--- src/rtl/frv_pipeline_fetch.sv ---
// Fetch stage: sequential word fetch into a small FIFO, s1 valid/busy handshake to decode, cf redirect/flush.
// Optional FRV_FETCH_ERR_HALT_EN: a bus-errored fetch stops further requests until the next cf_ack.
`timescale 1ns/1ps
module frv_pipeline_fetch #(
    parameter int          FIFO_DEPTH = 4,
    parameter logic [31:0] RESET_ADDR = 32'h80000000
) (
    input  logic        g_clk,
    input  logic        g_reset,
    input  logic        cf_req,
    input  logic [31:0] cf_target,
    output logic        cf_ack,
    output logic        imem_cen,
    output logic [31:0] imem_addr,
    input  logic        imem_stall,
    input  logic        imem_error,
    input  logic [31:0] imem_rdata,
    output logic        s1_p_valid,
    input  logic        s1_p_busy,
    output logic [31:0] s1_data,
    output logic [31:0] s1_pc,
    output logic        s1_error
);
    localparam int          AW    = $clog2(FIFO_DEPTH);
    localparam logic [AW:0] DEPTH = (AW+1)'(FIFO_DEPTH);

    logic [31:0]   r_mem_data [FIFO_DEPTH];
    logic [31:0]   r_mem_pc   [FIFO_DEPTH];
    logic          r_mem_err  [FIFO_DEPTH];
    logic [AW-1:0] r_head, r_tail;
    logic [AW:0]   r_count;
    logic [31:0]   r_fetch_pc;
    logic          r_held;
    logic          r_boot;
    logic          w_halted, w_cen, w_ack, w_accept, w_push, w_pop, w_valid;
    logic          w_unused;

    // r_boot masks requests and acks for the first cycle after reset.
    assign w_cen    = !g_reset && !r_boot &&
                      (r_held || (r_count < DEPTH && !cf_req && !w_halted));
    assign w_ack    = !g_reset && !r_boot && cf_req && !(w_cen && imem_stall);
    assign w_accept = w_cen && !imem_stall;
    assign w_push   = w_accept && !w_ack;
    assign w_valid  = !g_reset && (r_count != '0);
    assign w_pop    = w_valid && !s1_p_busy;
    assign w_unused = ^cf_target[1:0];

    assign cf_ack     = w_ack;
    assign imem_cen   = w_cen;
    assign imem_addr  = r_fetch_pc;
    assign s1_p_valid = w_valid;
    assign s1_data    = w_valid ? r_mem_data[r_head] : 32'h0;
    assign s1_pc      = w_valid ? r_mem_pc[r_head]   : 32'h0;
    assign s1_error   = w_valid ? r_mem_err[r_head]  : 1'b0;

    always_ff @(posedge g_clk) begin
        if (g_reset) begin
            r_boot     <= 1'b1;
            r_held     <= 1'b0;
            r_head     <= '0;
            r_tail     <= '0;
            r_count    <= '0;
            r_fetch_pc <= RESET_ADDR;
        end else begin
            r_boot <= 1'b0;
            r_held <= w_cen && imem_stall;
            if (w_ack) begin
                // Decode still consumes a same-cycle pop; the flush discards everything else.
                r_head     <= '0;
                r_tail     <= '0;
                r_count    <= '0;
                r_fetch_pc <= {cf_target[31:2], 2'b00};
            end else begin
                if (w_push) begin
                    r_tail     <= r_tail + AW'(1);
                    r_fetch_pc <= r_fetch_pc + 32'd4;
                end
                if (w_pop)
                    r_head <= r_head + AW'(1);
                r_count <= r_count + {{AW{1'b0}}, w_push} - {{AW{1'b0}}, w_pop};
            end
        end
    end

    always_ff @(posedge g_clk) begin
        if (w_push) begin
            r_mem_data[r_tail] <= imem_rdata;
            r_mem_pc[r_tail]   <= r_fetch_pc;
            r_mem_err[r_tail]  <= imem_error;
        end
    end

`ifdef FRV_FETCH_ERR_HALT_EN
    logic r_halted;
    always_ff @(posedge g_clk) begin
        if (g_reset || w_ack)
            r_halted <= 1'b0;
        else if (w_push && imem_error)
            r_halted <= 1'b1;
    end
    assign w_halted = r_halted;
`else
    assign w_halted = 1'b0;
`endif

endmodule

--- config.mk ---
export PLATFORM = sky130hd
export DESIGN_NAME = frv_pipeline_fetch
export DESIGN_NICKNAME = d
export VERILOG_FILES = /design/src/rtl/frv_pipeline_fetch.sv
export SDC_FILE = /design/constraint.sdc
export NUM_CORES = 1
export LEC_CHECK = 0
export CAP_MARGIN = 25
export CORE_MARGIN = 2
export CORE_UTILIZATION = 25
export DETAILED_ROUTE_END_ITERATION = 12
export SLEW_MARGIN = 15
export SYNTH_ARGS = -nofsm -noshare
export SYNTH_HDL_FRONTEND = slang
export SYNTH_SLANG_ARGS = --single-unit
--- constraint.sdc ---
create_clock -name g_clk -period 4.4 [get_ports g_clk]
set_clock_uncertainty 0.05 [all_clocks]
set_input_delay 0.66 -clock g_clk [delete_from_list [all_inputs] [get_ports g_clk]]
set_output_delay 0.66 -clock g_clk [all_outputs]
set_load 0.02 [all_outputs]
; Yosys cells after proc, flatten, opt, wreduce, memory -nomap -nowiden
; Memories as Yosys holds them, arrays and structs flattened. A register that Yosys moved wholly into a read port is not among the register bits.
; Cells that the tools add are included.
[op_classes]
addsub = 5
n_mul = 0
n_div = 0
magnitude_cmp = 1
eq_ne = 0
n_shift = 0
n_mux = 14
bitwise = 0
reduce_logical = 21
[ops]
columns = op, n
row1 = 32-bit two-way mux, 4
row2 = "32-bit by 3-bit adder with 32-bit output, second input constant", 1
row3 = 2-bit two-way mux, 6
row4 = 1-bit logical AND, 10
row5 = 1-bit logical NOT, 7
row6 = "2-bit by 1-bit adder with 2-bit output, second input constant", 2
row7 = 1-bit two-way mux, 4
row8 = 3-bit by 1-bit adder with 3-bit output, 1
row9 = "3-bit < comparator, second input constant", 1
row10 = 3-bit nonzero test, 1
row11 = 3-bit by 1-bit subtractor with 3-bit output, 1
row12 = 2-bit nonzero test, 1
row13 = 2-bit OR reduction, 1
row14 = 1-bit logical OR, 1
[word_totals]
ff_bits = 41
latchBits = 0
ramBits = 260
romBits = 0
inputBits = 70
output_inout_bits = 100
word_cells = 51
mem_count = 3
[mem_list]
columns = name, words, word_bits, rd, rd_ports_with_merged_regs, wr, line
row1 = r_mem_data, 4, 32, 1, 1, 1, 27  ; logic [31:0] r_mem_data [FIFO_DEPTH];
row2 = r_mem_pc, 4, 32, 1, 1, 1, 28  ; logic [31:0] r_mem_pc [FIFO_DEPTH];
row3 = r_mem_err, 4, 1, 1, 1, 1, 29  ; logic r_mem_err [FIFO_DEPTH];

; Depth between registers and ports, before layout
[logic_depth]
depth_word = 11
ltp_mapped = 13

; Worst setup path after synthesis
; Ideal clock, no wire load.
[synth_path]
kind = input port to flip-flop
start = input port g_reset
end = memory r_mem_data[0][0] (enable)
setup_time_ns = 0.428
t_arrival_ns = 3.030
setup_slack_ns = 0.892
stages = 5
n_path_buf = 2
cell_sequence = buf_6 or2_4 nor4_4 buf_2 and2_1
[synth_via]
elab_chain_cells = 10
elab_cells_between_ends = 12
cone_classes = mux (2) / reduce/logical (10)
[synth_rtl]
columns = element, line
row1 = "start, declared", 9  ; input logic g_reset,
row2 = 1-bit logical NOT *, "39, 41"
row3 = 1-bit logical AND *, "39, 41"
row4 = 1-bit logical AND, 39  ; assign w_cen = !g_reset && !r_boot &&
row5 = 1-bit logical AND, 41  ; assign w_ack = !g_reset && !r_boot && cf_req && !(w_cen && imem_stall);
row6 = 1-bit logical NOT, 41
row7 = 1-bit logical AND, 41
row8 = 1-bit logical NOT, 43  ; assign w_push = w_accept && !w_ack;
row9 = 1-bit logical AND *, 43
row10 = 1-bit two-way mux *, 86  ; if (w_push) begin
row11 = 1-bit two-way mux (implied by the code) *, 87  ; r_mem_data[r_tail] <= imem_rdata;
row12 = "end, declared", 27
; Every way passes the cells marked *; elsewhere a longest branch is shown, timed or not.

==> results.py <==
metrics = {
    "worst_setup_path": {
        "crit_path_end_kind": "primary output",
        "cp-start-kind": "register",
        "cp.required_ns": 3.69,
        "critPathMaxFanout": 26,
        "regToRegStartpoint": "r_boot$_DFF_P_",
        "critical_path_class": "register to primary output",
        "arrival_ns": 2.93,
    },
    "status": {
        "status": "finished clean",
    },
    "grt": {
        "grt_pass1_wl_mm": 43.21,
        "grt_max_degree": 60,
        "globalRouteTotalUtil": 0.1173,
        "grt_pass1_vias": 6860,
        "grt_antenna_before_repair": 1,
        "overflow": 0,
    },
    "synth": {
        "synth_edf_count": 252,
        "yosys.area_share.simple": 0.08191,
        "avgSynthCellArea_um2": 17.58,
        "netlist_area_um2": 11760,
        "synth_top_family_by_area": "multiplexers",
        "synth_area_leaders": "edfxtp_1 64%, mux4_2 12%, dfxtp_1 7.0%",
        "synthCells": 669,
        "muxShareOfSynthArea": 0.1206,
        "ys_async_sr_fraction": 0,
        "yosys_most_used_dff": "edfxtp_1",
        "yosysMostFrequentCell": "edfxtp_1",
        "synth-adder-area-share": 0.009149,
        "seq_area_frac_synth": 0.7132,
        "ys_top_cells_by_count": "252 x edfxtp_1, 70 x and2_1, 63 x mux4_2",
        "ys_ff_latch": 293,
        "synth_compound_area_frac": 0.03745,
        "synth_top_area_cell": "edfxtp_1",
        "yosysUniqueCellTypes": 51,
        "yosysWarnings": 0,
        "synth-xor-area-share": 0.01713,
        "synth_top_area_frac": 0.6434,
    },
    "finish": {
        "fin_util": 0.3309,
        "final_nets": 929,
        "synthToLayoutAreaGrowth_pct": 30.71,
        "nFillCells": 4534,
        "drive_above_1_share": 0.1756,
        "diodes": 0,
    },
    "sta": {
        "min_period_ns": 3.635,
        "tightest_slew_ns": 0.7821,
        "maxSlewHeadroom": 0.4775,
        "finalSetupTns_ns": 0,
        "post-route-period-util": 0.8262,
        "fmax_mhz": 275.1,
        "final-setup-viol-count": 0,
        "hold_viol": 0,
        "whs_ns": 0.4794,
        "rsz0062_at_grt": "no",
        "slew_viol_final": 0,
    },
    "floorplanning": {
        "num_rows": 79,
        "fp.coreArea_um2": 46460,
        "initial_core_util": 0.2532,
        "ioPinCount": 170,
        "fp.dieH_um": 220.9,
        "die_area_um2": 48800,
        "die_w_um": 220.9,
    },
    "clock_network": {
        "cts_resized": 0,
        "cts_max_level": 2,
        "max-clock-path-buffers": 3,
        "cts_hold_buf": 0,
        "cts_setup_buffers": 0,
        "cts_root_buffer": "clkbuf_16",
        "cts_tree": "yes",
        "path_clk_slew_ns": 0.06,
        "clkSinkCount": 293,
        "cts_buffers": 34,
        "worstSkewPairLatency_ns": 0.53,
    },
    "route": {
        "drc_errors": 0,
        "drt_first_iter_violations": 441,
        "vias": 6619,
        "post_drt_wl_per_cell_um": 19.39,
        "drt_wl_total_mm": 28.77,
        "first_pass_iters": 6,
        "vias_per_cell": 4.460,
        "ant_nets": 0,
    },
    "pwr": {
        "power.leakage_nw": 4.805,
        "pwr_density_cell_nw_per_um2": 413.8,
        "power_mw": 6.361,
        "peakVddDrop_mv": 0.1923,
    },
    "min_path": {
        "hp-start": "r_head[1]$_SDFFE_PP0P_",
        "hold_path_class": "register to register",
    },
    "placement": {
        "place_hpwl_mm": 17.96,
        "port_buffers": 163,
        "place.gp.congestion": 0.7583,
    },
    "run": {
        "drv_cap": 0,
    },
}
registers in the layout, indices dropped and copies added, names as in the netlist, named ones only:
register / count
imem_addr: 30
r_boot: 1
r_count: 3
r_head: 2
r_held: 1
r_mem_data: 128
r_mem_err: 4
r_mem_pc: 120
r_tail: 2
cells by family (layout without fill, tap and decap cells):
| group | count (synthesis) | count (layout) |
|---|---|---|
| compound gates | 64 | 64 |
| xor+xnor | 23 | 23 |
| fa+ha+maj | 8 | 8 |
| buf+inv | 52 | 257 |
| flops | 293 | 293 |
| mux | 63 | 63 |
| other cells | 1 | 4 |
| simple gates | 165 | 165 |
metal layers:
metal | up-vias | global-route usage | part of all wire
met2 | 190 | 0.1917 | 0.48
met5 | - | 0 | 0.00045
met4 | 2 | 0.02750 | 0.015
li1 | 3012 | - | -
met1 | 3380 | 0.1516 | 0.44
met3 | 35 | 0.03718 | 0.064
cell usage in the layout, fill, tap and decap left out, drive strengths merged, types with 2 or more instances in the layout:
master	netlist	layout
edfxtp	252	252
clkdlybuf4s50	0	158
and2	70	70
mux4	63	63
clkbuf	23	44
dfxtp	41	41
nor2	31	31
buf	16	24
inv	13	17
nand2	16	16
xor2	16	16
a22oi	15	15
o22ai	14	14
nand3	14	14
a21oi	9	9
nand4	9	9
o21ai	8	8
clkinv	0	8
xnor2	7	7
ha	7	7
nor3	7	7
a221oi	6	6
bufinv	0	5
nor4	5	5
conb	1	4
and4	3	3
a32oi	2	2
o211ai	2	2
or3	2	2
a211oi	2	2
worst max-delay path, cell delays in order, from the launching register on:
cell	delay [ns]
dfxtp_4	0.72
buf_12	0.31
mux4_2	0.58
and2_1	0.19
clkdlybuf4s50_1	0.53
per-stage QoR:
step                std cells  setup WS, ns  instance area [um2]
floorplan                 672        0.8921                11770
global placement         1420        0.9016                14200
detailed placement       1421        0.8571                14200
CTS                      1483        0.6659                15350
global route             1484        0.5853                15370
finish                   1484        0.7649                15370
power by group:
part	switching [mW]	internal, mW
Sequential	0.0441	3.04
Clock	1.12	1.77
Combinational	0.192	0.197
area by class of cell:
type | instances | area, um2 | area share
Clock buffer | 44 | 908.4 | 0.05909
Inverter | 13 | 48.80 | 0.003174
Timing Repair Buffer | 182 | 1849 | 0.1203
Clock inverter | 18 | 241.5 | 0.01571
Multi-Input combinational cell | 327 | 3171 | 0.2062
Tap cell | 607 | 759.5 | 0.04940
Sequential cell | 293 | 8396 | 0.5461
final timing paths:
check | endpoint | slack [ns] | cells after the start
worst min register to register | register | 0.48 | 2
worst min-delay path | register | 0.48 | 2
worst max register to register | r_count[2]$_SDFF_PP0_ | 1.73 | 10
worst max-delay path | s1_data[20] | 0.76 | 4
(Power assumes the default switching activity.)
